File: src/rtl/nav_pkg.sv
// Shared navigation definitions: sequencer phases, motor codes, executor states.
package nav_pkg;

  localparam logic [1:0] RUN_INI = 2'b00;
  localparam logic [1:0] RUN_EXC = 2'b01;
  localparam logic [1:0] RUN_COM = 2'b10;
  localparam logic [1:0] RUN_ERR = 2'b11;

  localparam logic [4:0] TURN_RIGHT = 5'b01111;
  localparam logic [4:0] TURN_LEFT  = 5'b01110;
  localparam logic [4:0] STRAIGHT   = 5'b01100;
  localparam logic [4:0] STOP       = 5'b01000;

  typedef enum logic [1:0] {
    ST_IDLE  = 2'd0,
    ST_RUN   = 2'd1,
    ST_DONE  = 2'd2,
    ST_ERROR = 2'd3
  } state_t;

  function automatic logic is_valid_cmd(input logic [4:0] cmd);
    return (cmd == TURN_RIGHT) || (cmd == TURN_LEFT) || (cmd == STRAIGHT);
  endfunction

endpackage

File: src/rtl/hit_confirm.sv
// Counts consecutive hit samples; done flags the sample that reaches CONFIRM.
module hit_confirm #(
  parameter int CONFIRM = 3
) (
  input  logic CLK,
  input  logic RST,
  input  logic strobe,
  input  logic hit,
  input  logic clear,
  output logic done
);

  localparam int CW = $clog2(CONFIRM + 1);

  logic [CW-1:0] r_count;

  // done is combinational so the completing sample moves the FSM on its own edge
  assign done = strobe & hit & ~clear & (r_count >= CW'(CONFIRM - 1));

  // consecutive-hit counter: miss clears, idle cycles hold, saturates at CONFIRM
  always_ff @(posedge CLK or posedge RST) begin
    if (RST) begin
      r_count <= '0;
    end else if (clear) begin
      r_count <= '0;
    end else if (strobe) begin
      if (!hit) begin
        r_count <= '0;
      end else if (r_count != CW'(CONFIRM)) begin
        r_count <= r_count + 1'b1;
      end
    end
  end

endmodule

File: src/rtl/motion_executor.sv
// Executes one move per EXC entry: drives the motor, confirms arrival from
// sensor samples, and reports completion or failure (timeout / bad command).
module motion_executor
  import nav_pkg::*;
#(
  parameter int CONFIRM = 3,
  parameter int TOL     = 2
) (
  input  logic       CLK,
  input  logic       RST,
  input  logic [1:0] RUN_FLAG,
  input  logic [4:0] COMMAND,
  input  logic [7:0] PATH,
  input  logic [7:0] COMPARE_DISTANCE,
  input  logic [7:0] DISTANCE_FRONT,
  input  logic [7:0] DISTANCE_SIDE_FRONT,
  input  logic       DIST_VALID,
  output logic       NEXT_FLAG,
  output logic [4:0] MOTOR_CMD,
  output logic       BUSY,
  output logic       ERR_FLAG
);

  state_t      r_state;
  logic [1:0]  r_prev_flag;
  logic [4:0]  r_cmd;
  logic [7:0]  r_path;
  logic [7:0]  r_cmp;
  logic [11:0] r_samples;
  logic        r_next_flag;
  logic        r_busy;
  logic        r_err;
  logic [4:0]  r_motor;

  logic        w_start;
  logic [8:0]  w_side_diff;
  logic        w_hit;
  logic        w_strobe;
  logic        w_clear;
  logic        w_done;
  logic [11:0] w_samples_inc;
  logic        w_timeout;

  assign w_start = (RUN_FLAG == RUN_EXC) && (r_prev_flag != RUN_EXC);

  // 9-bit magnitude so a side reading far below the target cannot wrap into a hit
  assign w_side_diff = (DISTANCE_SIDE_FRONT >= r_cmp)
                     ? ({1'b0, DISTANCE_SIDE_FRONT} - {1'b0, r_cmp})
                     : ({1'b0, r_cmp} - {1'b0, DISTANCE_SIDE_FRONT});

  assign w_hit = (r_cmd == STRAIGHT) ? (DISTANCE_FRONT <= r_cmp)
                                     : (w_side_diff <= 9'(TOL));

  assign w_strobe      = DIST_VALID && (r_state == ST_RUN);
  assign w_clear       = (r_state != ST_RUN);
  assign w_samples_inc = r_samples + 12'd1;
  assign w_timeout     = (r_path != 8'd0) && DIST_VALID
                       && (w_samples_inc == {r_path, 4'b0000});

  hit_confirm #(.CONFIRM(CONFIRM)) u_hit_confirm (
    .CLK    (CLK),
    .RST    (RST),
    .strobe (w_strobe),
    .hit    (w_hit),
    .clear  (w_clear),
    .done   (w_done)
  );

  // previous RUN_FLAG for EXC entry detection; reset to INI so EXC at release starts a move
  always_ff @(posedge CLK or posedge RST) begin
    if (RST) r_prev_flag <= RUN_INI;
    else     r_prev_flag <= RUN_FLAG;
  end

  // move FSM with outputs registered alongside the state they belong to
  always_ff @(posedge CLK or posedge RST) begin
    if (RST) begin
      r_state     <= ST_IDLE;
      r_cmd       <= '0;
      r_path      <= '0;
      r_cmp       <= '0;
      r_samples   <= '0;
      r_next_flag <= 1'b0;
      r_busy      <= 1'b0;
      r_err       <= 1'b0;
      r_motor     <= STOP;
    end else begin
      case (r_state)
        ST_IDLE: begin
          if (w_start) begin
            r_cmd     <= COMMAND;
            r_path    <= PATH;
            r_cmp     <= COMPARE_DISTANCE;
            r_samples <= '0;
            if (is_valid_cmd(COMMAND)) begin
              r_state <= ST_RUN;
              r_busy  <= 1'b1;
              r_motor <= COMMAND;
            end else begin
              r_state <= ST_ERROR;
              r_err   <= 1'b1;
              r_motor <= STOP;
            end
          end
        end
        ST_RUN: begin
          if (RUN_FLAG != RUN_EXC) begin
            r_state <= ST_IDLE;
            r_busy  <= 1'b0;
            r_motor <= STOP;
          end else if (w_done) begin
            // completion is tested before timeout so it wins a same-sample tie
            r_state     <= ST_DONE;
            r_next_flag <= 1'b1;
            r_busy      <= 1'b0;
            r_motor     <= STOP;
          end else if (w_timeout) begin
            r_state <= ST_ERROR;
            r_err   <= 1'b1;
            r_busy  <= 1'b0;
            r_motor <= STOP;
          end else if (DIST_VALID) begin
            r_samples <= w_samples_inc;
          end
        end
        ST_DONE: begin
          if (RUN_FLAG != RUN_EXC) begin
            r_state     <= ST_IDLE;
            r_next_flag <= 1'b0;
          end
        end
        ST_ERROR: begin
          if (RUN_FLAG == RUN_INI) begin
            r_state <= ST_IDLE;
            r_err   <= 1'b0;
          end
        end
        default: begin
          r_state <= ST_IDLE;
          r_motor <= STOP;
        end
      endcase
    end
  end

  assign NEXT_FLAG = r_next_flag;
  assign MOTOR_CMD = r_motor;
  assign BUSY      = r_busy;
  assign ERR_FLAG  = r_err;

endmodule

File: config.mk
export PLATFORM = sky130hd
export DESIGN_NAME = motion_executor
export DESIGN_NICKNAME = d
export VERILOG_FILES = /design/src/rtl/nav_pkg.sv /design/src/rtl/hit_confirm.sv /design/src/rtl/motion_executor.sv
export SDC_FILE = /design/constraint.sdc
export NUM_CORES = 1
export LEC_CHECK = 0
export CAP_MARGIN = 20
export CORE_MARGIN = 4
export CORE_UTILIZATION = 40
export DETAILED_ROUTE_END_ITERATION = 8
export HOLD_SLACK_MARGIN = 0.1
export RECOVER_POWER = 50
export SLEW_MARGIN = 10
export SYNTH_ARGS = -nofsm -noshare
export SYNTH_HDL_FRONTEND = slang
export SYNTH_SLANG_ARGS = --single-unit
File: constraint.sdc
create_clock -name CLK -period 4.1 [get_ports CLK]
set_clock_uncertainty 0.1 [all_clocks]
set_input_delay 0.82 -clock CLK [delete_from_list [all_inputs] [get_ports CLK]]
set_output_delay 0.82 -clock CLK [all_outputs]
set_load 0.01 [all_outputs]
==> results of run 1 <==
## cells in the mapped netlist, types with 7 or more instances
| library cell | count |
|---|---|
| a21oi_1 | 12 |
| inv_1 | 26 |
| o21ai_0 | 22 |
| dfrtp_1 | 46 |
| o211ai_1 | 8 |
| mux2_2 | 21 |
| clkbuf_1 | 11 |
| nor3_1 | 8 |
| nand4_1 | 7 |
| nor2b_1 | 7 |
| o31ai_1 | 10 |
| xnor2_1 | 8 |
| nand3_1 | 17 |
| xor2_1 | 14 |
| nor2_1 | 21 |
| nand2_1 | 19 |
| a21o_1 | 10 |
| ha_1 | 28 |
## area by class of cell
class                      instances  area share, %
inverter                          27          2.242
multi-input combinational        296          50.54
timing repair buffer              80          15.97
clock buffer                       8          2.214
tap                              108          2.989
sequential                        47          26.04
## routing by layer
layer  vias up  wire length [um]
li1       1556                 -
met1      1514              4213
met2        68              4057
met3        11               400
met4         0               148
met5         -                 0
## cells in the final DEF (no fill, tap or decap), drive strengths merged, types with 12 or more instances in the layout
cell type      instances
dfrtp                 46
clkdlybuf4s50         43
buf                   30
ha                    28
inv                   26
o21ai                 22
mux2                  21
nor2                  21
nand2                 19
nand3                 17
xor2                  14
a21oi                 12
## state kept, by name, summed over array words and instances, names as in the netlist
name	count
r_cmd	5
r_state	2
r_path	8
MOTOR_CMD	5
r_prev_flag	2
u_hit_confirm.r_count	2
NEXT_FLAG	1
ERR_FLAG	1
r_cmp	8
BUSY	1
r_samples	12
## metrics by stage
step	setup TNS (ns)	setup slack, ns	power, mW	area (um^2)
2_1_floorplan	0	0.4549	1.289	3588
3_3_place_gp	-3.117	-0.2791	1.574	4317
3_5_place_dp	-3.208	-0.3068	1.588	4317
4_1_cts	0	0.001070	1.905	4417
5_1_grt	0	0.002534	2.097	4521
6_report	0	0.1391	1.939	4521
## kinds of logic (layout without fill, tap and decap cells)
kind of cell | count (synthesis) | in the layout | synth area share (%)
AOI/OAI and AO/OA | 102 | 102 | 20.19
adders and majority gates | 30 | 30 | 10.88
muxes | 22 | 22 | 6.869
and+or+nand+nor | 120 | 120 | 18.48
buffers and inverters | 46 | 115 | 5.404
DFF | 47 | 47 | 32.81
xor gates and xnor gates | 22 | 22 | 5.370
## power by group through the flow
stage               combinational (mW)  sequential [mW]  clock [mW]
floorplan                        0.655            0.634           0
global placement                 0.913            0.661           0
detailed placement               0.925            0.664           0
CTS                              0.932            0.655       0.318
global route                      1.08            0.677       0.340
finish                           0.970            0.661       0.309
## timing repair
action,CTS,global route
endpoints found under the setup margin,0,16
setup buffers,0,3
gates resized for setup,0,16
## path summary, 6_finish.rpt
path | slack, ns | depth (start not counted) | end | from
max in group asynchronous | 1.12 | 3 | r_samples[3] | RST
min in group asynchronous | 0.96 | 2 | r_cmd[0] | RST
worst min register to register | 0.39 | 1 | BUSY | BUSY
worst max register to register | 0.32 | 13 | MOTOR_CMD[1] | r_cmp[0]
worst min-delay path | 0.39 | 1 | BUSY | BUSY
worst max-delay path | 0.14 | 12 | MOTOR_CMD[1] | DISTANCE_SIDE_FRONT[2]
==> flow_metrics.tcl, run 1 <==
set metrics [dict create \
    detail-route-antenna-nets 0 \
    finalNonFillerCells 566 \
    seq_area_frac_synth_pct 32.81 \
    intPower_mw 1.211 \
    synth_cells 389 \
    rsz0062_at_grt "no" \
    grt_use_total_pct 17.14 \
    cp_max_fo 6 \
    status "finished, violations left" \
    synthFlopType "dfrtp_1" \
    cp_slowest_cell "or4_1" \
    dpl.cell_count 553 \
    clkPwrFrac_pct 15.9 \
    ios 50 \
    ys_async_sr_fraction_pct 100.0 \
    maxSlewViolCount 30 \
    overflow 0 \
    tightestPinTransition_ns 1.510 \
    grt_pass1_vias 3043 \
    relSlewSlack_pct -0.6382 \
    ys_types 57 \
    cp_cell_sequence "clkdlybuf4s50_1, inv_1, ha_2, a211oi_4, o21bai_1, a2bb2oi_1, or4_1, o31a_1, nor4b_4, o311ai_4, and2_4, a22o_1" \
    fin_crit_sh_pct 96.61 \
    cp_data_arrival_time_ns 4.05 \
    viasPerCell 5.564 \
    top_usage_layer "met2" \
    hold_class "reg -> reg" \
    finalSetupViolations 0 \
    synth_edf_count 0 \
    die_x_um 102.7 \
    seq_area_mm2 0.001177 \
    num_antenna_cells 0 \
    cts_hold_buf 0 \
    path_clk_slew_ns 0.09 \
    cts_tree "built" \
    grt_use_met1_pct 23.40 \
    gp_congestion 0.9411 \
    dp.final_hpwl_um 6753 \
    syn_to_final_growth_pct 25.98 \
    grt_pass1_wl_um 14450 \
    htree_levels 2 \
    cp.required_ns 4.19 \
    synth_top_area_cell "dfrtp_1" \
    synth_fp_nets 461 \
    wl_um 8819 \
    wl_per_cell_um 15.58 \
    synth_top_area_share_pct 32.08 \
    cts_buffers 5 \
    cts.sinks 47 \
    multi_input_area_mm2 0.002285 \
    die_area_mm2 0.01055 \
    violations "max-capacitance violations, max-slew violations" \
    switchingPower_mw 0.7280 \
    utilization_pct 51.84 \
    fin_nets 529 \
    clockBufferDepth 2 \
    antenna_found_initial 0 \
    first_pass_iters 4 \
    peakVddDrop_v 0.0002321 \
    grt_use_met2_pct 27.51 \
    root_buffer "clkbuf_8" \
    p_leak_nw 1.983 \
    hold_viol 0 \
    p_sw_share_pct 37.54 \
    p_per_area_mw_per_mm2 428.9 \
    grt_max_degree 48 \
    power_frac_comb_pct 50.0 \
    port_buffers 49 \
    drtIter0Drc 136 \
    syn_area_mm2 0.003588 \
    core_area_mm2 0.008721 \
    synth-seq-cells 47 \
    max_clock_freq_mhz 252.5 \
    fill_cells 784 \
    holdWs_ns 0.3942 \
    grt_use_met3_pct 2.774 \
    drc 0 \
    clk_latency_ns 0.30 \
    synth.area.top_cells "dfrtp_1 (32%), ha_1 (9.8%), mux2_2 (6.6%)" \
    vias 3149 \
    p_seq_share_pct 34.1 \
    crit_buf_inv 2 \
    die_y_um 102.7 \
    max-cap-violations 1 \
    drive_gt1_share_pct 16.81 \
    rows 34 \
    slowest_delay_ns 0.54 \
    ys_warn_count 0 \
    crit_path_end_kind "flop" \
    start_util_pct 41.15 \
    min_period_ns 3.961 \
    cp_top_family "compound AO/OA/AOI/OAI gates" \
    synth_area_per_cell_um2 9.225 \
    crit_type "in -> reg" \
    worstSetupStartpointType "input port" \
]
Note: power is estimated with default switching activity, not from simulation.
==> run 2, diff against run 1 <==
Clock period 4.1 ns to 3.3 ns, I/O delays scaled along.
==> run 2 against run 1 <==
The run ends with negative setup slack left; clock power rose by 8.1%; combinational power rose by 54%; highest routed layer unchanged; sequential share of layout area fell by 2.0 points; largest power group unchanged.
==> flow_metrics.tcl, run 2 (synthesis gave the netlist of run 1 again) <==
set metrics [dict create \
    hold_viol 0 \
    crit_type "reg -> reg" \
    start_util_pct 41.15 \
    violations "negative setup slack" \
    drtIter0Drc 149 \
    p_leak_nw 2.151 \
    detail-route-antenna-nets 0 \
    clk_latency_ns 0.30 \
    largest_register_ffs 12 \
    port_buffers 49 \
    relSlewSlack_pct 38.54 \
    wl_per_cell_um 16.38 \
    fin_tns_setup_ns -0.1587 \
    clockBufferDepth 2 \
    cp.required_ns 3.39 \
    min_period_ns 3.363 \
    hold_class "reg -> reg" \
    vias 3350 \
    reg2reg_from "r_cmp[0]" \
    grt_use_met3_pct 3.112 \
    cts_hold_buf 0 \
    crit_path_frequent_cell "inv_2" \
    regMostFlops "r_samples" \
    hold_end "MOTOR_CMD[2]" \
    antenna_found_initial 0 \
    setup_ws_ns -0.06261 \
    num_antenna_cells 0 \
    rsz0062_at_grt "yes" \
    dpl.cell_count 579 \
    finalSetupViolations 4 \
    whs_path_depth 1 \
    holdWs_ns 0.4047 \
    cp_max_fo 4 \
    cp_cell_sequence "inv_2, ha_4, inv_2, fa_2, a211oi_4, o21bai_1, a2bb2oi_1, or4_1, o31a_1, nor4b_4, o311ai_2, and2_4, a22o_1" \
    holdCritStartpoint "MOTOR_CMD[2]" \
    core_area_mm2 0.008721 \
    fin_nets 558 \
    r2r_slack_ns -0.06 \
    wl_um 9749 \
    grt_pass1_wl_um 16180 \
    cts_buffers 5 \
    grt_use_total_pct 19.25 \
    die_y_um 102.7 \
    slowest_delay_ns 0.53 \
    final_common_cell "buf_4" \
    peakVddDrop_v 0.0002944 \
    finalNonFillerCells 595 \
    cp_data_arrival_time_ns 3.46 \
    finalPower_mw 2.639 \
    drive_gt1_share_pct 28.95 \
    overflow 0 \
    grt_use_met1_pct 24.51 \
    syn_to_final_growth_pct 36.58 \
    top_usage_layer "met2" \
    fin_crit_sh_pct 101.9 \
    htree_levels 2 \
    die_area_mm2 0.01055 \
    cts.sinks 47 \
    ff2ff_path_depth 13 \
    max-cap-violations 0 \
    drc 0 \
    worstSetupStartpointType "flop" \
    top_regs "r_samples: 12 flops, r_cmp: 8 flops, r_path: 8 flops" \
    root_buffer "clkbuf_8" \
    status "finished, violations left" \
    crit_path_end_kind "flop" \
    dp.final_hpwl_um 7394 \
    regToRegEndpoint "MOTOR_CMD[1]" \
    final_cell_mix "buf_4 (56), dfrtp_1 (45), clkdlybuf4s50_1 (38)" \
    p_per_area_mw_per_mm2 538.5 \
    die_x_um 102.7 \
    grt_max_degree 38 \
    maxSlewViolCount 0 \
    tightestPinTransition_ns 0.9219 \
    cp_slowest_cell "or4_1" \
    viasPerCell 5.630 \
    grt_use_met2_pct 33.27 \
    ios 50 \
    gp_congestion 0.8805 \
    max_clock_freq_mhz 297.4 \
    path_clk_slew_ns 0.09 \
    grt_pass1_vias 3445 \
    first_pass_iters 4 \
    cts_tree "built" \
    rows 34 \
]
## run 2: cell count changes in the layout (fill, tap and decap cells not counted), moves of 4 or more
cell	delta
o21ai_1	+4
ha_1	-4
ha_4	+6
clkdlybuf4s50_1	-5
inv_2	+8
inv_1	-8
dlygate4sd2_1	+5
o21ai_0	-4
buf_4	+27
## run 2: stage by stage
stage          cell area, um^2  util, %  worst slack (ns)
6_report                  4901    56.20          -0.06261
5_1_grt                   4901    56.20           -0.1864
4_1_cts                   4836    55.45           -0.1199
3_5_place_dp              4546    52.12           -0.8316
3_3_place_gp              4546    52.12           -0.8233
2_1_floorplan             3613        -           -0.1111
## run 2: how the worst max path moves through the flow
stage	endpoint	cells after the start	startpoint	slack (ns)
after global routing	MOTOR_CMD[1]	13	r_cmp[0]	-0.19
final	MOTOR_CMD[1]	13	r_cmp[0]	-0.06
after global placement	MOTOR_CMD[1]	13	DISTANCE_SIDE_FRONT[0]	-0.82
after CTS	MOTOR_CMD[1]	13	r_cmp[0]	-0.12
after floorplan	MOTOR_CMD[0]	12	DISTANCE_SIDE_FRONT[0]	-0.11
after detailed placement	r_samples[9]	13	DISTANCE_SIDE_FRONT[0]	-0.83
## run 2: where the power goes
group	leakage, nW	internal, mW	switching, mW
clock	0.0395	0.151	0.183
combinational	1.52	0.796	0.696
sequential	0.594	0.693	0.120
total	2.15	1.64	0.999
## run 2: timing repair
item	in CTS	in global routing
setup endpoints to repair	24	22
gates resized for setup	52	18
setup buffers	6	4
pin swaps	30	22
## run 2: per-layer routing
layer	share of wire, %	vias to the layer above
li1	-	1618
met2	49	90
met4	2.1	0
met3	4.9	17
met1	44	1625
met5	0	-
## run 2: layout make-up
class | instances | area, um^2
sequential | 47 | 1179
fill | 797 | 3820
tap | 108 | 135.1
inverter | 27 | 101.3
timing repair buffer | 109 | 943.4
multi-input combinational | 296 | 2462
clock buffer | 8 | 80.08
## run 2: worst max-delay path: cells and delay by family, from the launching register on
kind | cells | cell delay (ns)
compound gates | 6 | 1.15
simple gates | 3 | 1.03
fa+ha+maj | 2 | 0.49
flops | 1 | 0.40
buf+inv | 2 | 0.11
==> run 3, diff against run 2 <==
Settings changed: SYNTH_HIERARCHICAL set to 1.
==> run 3 against run 2 <==
The run still ends with negative setup slack left; via count down 9.2%; maximum frequency down 3.6%; clock power increased by 8.7%; hold slack got worse by 0.013 ns; die area fell by 1.9%; register-to-register slack lost 0.09 ns; first-iteration DRC count down 18%; critical path depth rose by 5; synthesized cell count shrank 6.2%; global-route usage is 0.75 points lower; critical path type is now in -> reg.
==> flow_metrics.tcl, run 3 <==
set metrics [dict create \
    ys_warn_count 6 \
    final_cell_mix "dfrtp_1 (46), buf_4 (39), clkdlybuf4s50_1 (38)" \
    grt_pass1_vias 3160 \
    syn_to_final_growth_pct 37.45 \
    rows 33 \
    relSlewSlack_pct 48.24 \
    regMostFlops "r_samples" \
    drtIter0Drc 122 \
    antenna_found_initial 0 \
    reg2reg_from "r_cmp[0]" \
    wl_um 9062 \
    utilization_pct 57.64 \
    crit_path_end_kind "flop" \
    synth_area_per_cell_um2 9.629 \
    worstSetupStartpointType "input port" \
    peakVddDrop_v 0.0002767 \
    final_common_cell "dfrtp_1" \
    finalSetupViolations 17 \
    synth_top_area_share_pct 32.75 \
    core_area_mm2 0.008382 \
    synth-seq-cells 47 \
    status "finished, violations left" \
    die_y_um 101.7 \
    path_clk_slew_ns 0.10 \
    clockBufferDepth 2 \
    rsz0062_at_grt "yes" \
    synth.area.top_cells "dfrtp_1 (33%), ha_1 (9.6%), mux2_2 (6.7%)" \
    viasPerCell 5.453 \
    cp_data_arrival_time_ns 3.60 \
    p_per_area_mw_per_mm2 507.8 \
    startpoint "DISTANCE_SIDE_FRONT[6]" \
    cp.required_ns 3.41 \
    overflow 0 \
    max-cap-violations 0 \
    yosysMostFrequentCell "dfrtp_1" \
    first_pass_iters 4 \
    synth_cells 365 \
    drive_gt1_share_pct 33.33 \
    cts_buffers 5 \
    fin_nets 523 \
    detail-route-antenna-nets 0 \
    ff2ff_path_depth 19 \
    port_buffers 49 \
    largest_register_ffs 12 \
    setup_ws_ns -0.1900 \
    die_area_mm2 0.01035 \
    fin_tns_setup_ns -2.141 \
    seq_area_frac_synth_pct 33.50 \
    grt_use_total_pct 18.50 \
    clk_latency_ns 0.31 \
    top_regs "r_samples: 12 flops, r_cmp: 8 flops, r_path: 8 flops" \
    dpl.cell_count 541 \
    synth_fp_nets 436 \
    die_x_um 101.7 \
    vias 3043 \
    finalNonFillerCells 558 \
    root_buffer "clkbuf_8" \
    cts_tree "built" \
    synth_top_area_cell "dfrtp_1" \
    num_antenna_cells 0 \
    ys_async_sr_fraction_pct 100.0 \
    violations "negative setup slack" \
    start_util_pct 41.93 \
    min_period_ns 3.490 \
    dp.final_hpwl_um 6782 \
    fin_crit_sh_pct 105.8 \
    ys_types 72 \
    holdWs_ns 0.3919 \
    grt_pass1_wl_um 15290 \
    htree_levels 2 \
    place_ws_ns -1.030 \
    cp_max_fo 5 \
    ios 50 \
    synth_edf_count 0 \
    p_leak_nw 2.057 \
    wl_per_cell_um 16.24 \
    crit_type "in -> reg" \
    syn_area_mm2 0.003515 \
    max_clock_freq_mhz 286.5 \
    grt_max_degree 36 \
    tightestPinTransition_ns 0.7765 \
    r2r_slack_ns -0.15 \
    cts.sinks 47 \
    hold_viol 0 \
    endpoint "r_samples[8]" \
    regToRegEndpoint "r_samples[8]" \
    synth_commonest_cells "dfrtp_1 (46), inv_1 (31), ha_1 (27)" \
    drc 0 \
    maxSlewViolCount 0 \
    gp_congestion 0.8288 \
    synthFlopType "dfrtp_1" \
    hold_class "reg -> reg" \
]
run 3: changes by cell type in the layout (fill, tap and decap cells not counted), sizes merged, moves of 5 or more:
cell / delta
o31ai: -7
xor2: -6
a211oi: +6
nor2: -7
a31o: +7
o41ai: -6
buf: -10
inv: +5
nand3: -7
run 3: layer usage:
layer  global-route usage, %  routed length (um)  vias up
li1                        -                   -     1512
met1                   26.60                4450     1468
met2                   29.38                4207       55
met3                   2.824                 318        8
met4                   4.294                  85        0
met5                       0                   0        -
run 3: worst max-delay path, stage by stage:
cell and delay (ns):
clkdlybuf4s15_1 0.23, inv_2 0.06, ha_4 0.24, buf_4 0.15
nand2_1 0.09, a31oi_2 0.05, or4b_4 0.55, a211oi_2 0.26
o2111ai_2 0.16, mux2i_1 0.18, o211ai_1 0.11, nor2_1 0.19
nor2b_2 0.09, nand2_4 0.13, buf_4 0.13, buf_6 0.08
a211oi_2 0.03, a31o_1 0.20
run 3: power breakdown:
group	total [mW]	switching (mW)	internal [mW]
Combinational	1.28	0.595	0.687
Clock	0.363	0.213	0.150
Sequential	0.808	0.126	0.683
Total	2.45	0.933	1.52
run 3: how the worst min path moves through the flow:
stage | endpoint | depth (start not counted) | slack [ns] | startpoint
2_1_floorplan | u_hit_confirm/r_count[0] | 1 | 0.30 | RST
3_3_place_gp | MOTOR_CMD[2] | 1 | 0.36 | MOTOR_CMD[2]
3_5_place_dp | MOTOR_CMD[2] | 1 | 0.37 | MOTOR_CMD[2]
4_1_cts | MOTOR_CMD[2] | 1 | 0.40 | MOTOR_CMD[2]
5_1_grt | MOTOR_CMD[3] | 1 | 0.43 | MOTOR_CMD[3]
6_report | MOTOR_CMD[2] | 1 | 0.39 | MOTOR_CMD[2]
run 3: final cells by class:
class	count	area, um^2
Tap cell	105	131.4
Sequential cell	47	1177
Multi-Input combinational cell	271	2437
Inverter	31	138.9
Clock buffer	5	68.82
Clock inverter	3	18.77
Timing Repair Buffer	96	858.3
Fill cell	735	3551
run 3: kinds of logic after synthesis:
| logic type | synth area share (%) |
|---|---|
| fa+ha+maj | 10.75 |
| buf+inv | 6.693 |
| simple gates | 17.41 |
| xor+xnor | 3.987 |
| compound gates | 20.08 |
| mux | 7.583 |
| flops | 33.50 |
run 3: timing repair:
item	4_1_cts	5_1_grt
buffers inserted	8	1
hold buffers	0	0
setup endpoints to repair	24	22
gates resized for setup	52	15
pin swaps	23	20
gates cloned	2	0
run 3: through the flow:
| step | cell area [um^2] | power (mW) |
|---|---|---|
| after global placement | 4509 | 1.937 |
| after detailed placement | 4509 | 1.963 |
| after global routing | 4831 | 2.654 |
| after CTS | 4826 | 2.442 |
| final | 4831 | 2.453 |
| after floorplan | 3747 | 1.593 |
==> patch, RTL diff (flow settings as in run 2) <==
`CONFIRM` is set to 3 in 2 places; all go to 5.
--- a/src/rtl/hit_confirm.sv
+++ b/src/rtl/hit_confirm.sv
@@ -1,6 +1,6 @@
 // Counts consecutive hit samples; done flags the sample that reaches CONFIRM.
 module hit_confirm #(
-  parameter int CONFIRM = 3
+  parameter int CONFIRM = 5
 ) (
   input  logic CLK,
   input  logic RST,
--- a/src/rtl/motion_executor.sv
+++ b/src/rtl/motion_executor.sv
@@ -3,7 +3,7 @@
 module motion_executor
   import nav_pkg::*;
 #(
-  parameter int CONFIRM = 3,
+  parameter int CONFIRM = 5,
   parameter int TOL     = 2
 ) (
   input  logic       CLK,
Function: changed (a bounded check fails within 10 cycles, from zero or initial values and one cycle with RST high).
==> patch against run 2 <==
Total power fell by 13%. Combinational power fell by 23%. Cell area fell by 0.82%. Worst setup slack improved by 110 ps. Synthesized area fell by 1.1%. Synthesized cell count fell by 1.5%. Routed wire length fell by 5.1%. Clock power rose by 10%. Non-clock buffer count rose by 6. Sequential cell count rose by 1. Core utilization fell by 0.19 points. First-iteration DRC count rose by 50%.
==> patch: results (changes against run 2) <==
Pwr
  • Switching Power: 0.838 mW (was 0.999 mW)
  • VDD IR-drop max: 218 uV (was 294 uV)
  • P_clk: 0.368 mW (was 0.334 mW)
  • Leakage: 2.15 nW (about the same)

Routing
  • DR iter-0 viols: 224 (was 149)
  • Vias: 3216 (was 3350)

Min path
  • Hold Path Origin: MOTOR_CMD[3]$_DFFE_PP1P_ (was MOTOR_CMD[2]$_DFFE_PP0P_)

Global route
  • GRT Overall Usage: 18.4% (was 19.3%)

Placement
  • Place WS: -789 ps (was -832 ps)
  • Detailed placer's ending HPWL: 6930 um (was 7390 um)

Final layout
  • # fillers: 799 (was 797)
  • Non-clk buf share: 20.7% (was 19.2%)
  • Multi-input gates: 288 (was 296)
  • Signal buffers: 115 (was 109)
  • Sequential share of cell area: 24.7% (was 24.0%)
  • Final clock-cell share: 1.75% (was 1.63%)
  • Layout cells sized above 1: 26.7% (was 29.0%)
  • Core Util, Final: 56.0% (was 56.2%)

Setup path
  • RR Endpoint: r_samples[2]$_DFFE_PP0P_ (was MOTOR_CMD[1]$_DFFE_PP0P_)
  • Reg2Reg Depth: 14 (was 13)
  • Reg-to-reg slack, setup: 90 ps (was -60 ps)
  • Largest fanout on the critical path: 5 (was 4)
  • CP arrival: 3360 ps (was 3460 ps)

Logic synthesis
  • Net count after synthesis: 455 (was 461)
  • Area share of fa/ha/maj cells after synthesis: 11.0% (was 10.9%)
  • Post-synthesis compound-gate area fraction: 19.8% (was 20.2%)
  • Synth Register Bits: 48 (was 47)

Clocking
  • CTS resizes: 38 (was 52)
  • # Post-CTS Setup Buffers: 8 (was 6)

Timing
  • Fin worst setup slack: 47.4 ps (was -62.6 ps)

Run status
  • Run status: finished clean (was complete, but fails checks)
patch: cell count changes in the layout (fill, tap and decap cells not counted), moves of 4 or more:
cell / run 2 / this run
nand2_1: 19 / 29
or4_1: 6 / 2
mux2_2: 21 / 15
xnor2_1: 8 / 16
o31ai_1: 7 / 2
xor2_1: 14 / 6
nand3_1: 15 / 9
a21oi_1: 11 / 16
buf_6: 3 / 7
a221o_1: 0 / 5
patch: layer usage:
layer	GRT usage, %	wire length, um	vias to the layer above
met2	29.5	4270	69
met3	2.66	405	9
met1	26.5	4450	1540
met5	0	0	-
met4	4.14	121	0
li1	-	-	1598
patch: critical path, stage by stage:
cell           delay, ps
dlygate4sd2_1        260
buf_4                130
ha_1                 180
a21o_1               200
a21oi_4              220
a31oi_4              110
a311o_1              320
and3_1               170
a221o_2              400
buf_4                160
buf_4                120
a211o_1              250
a21o_1               170
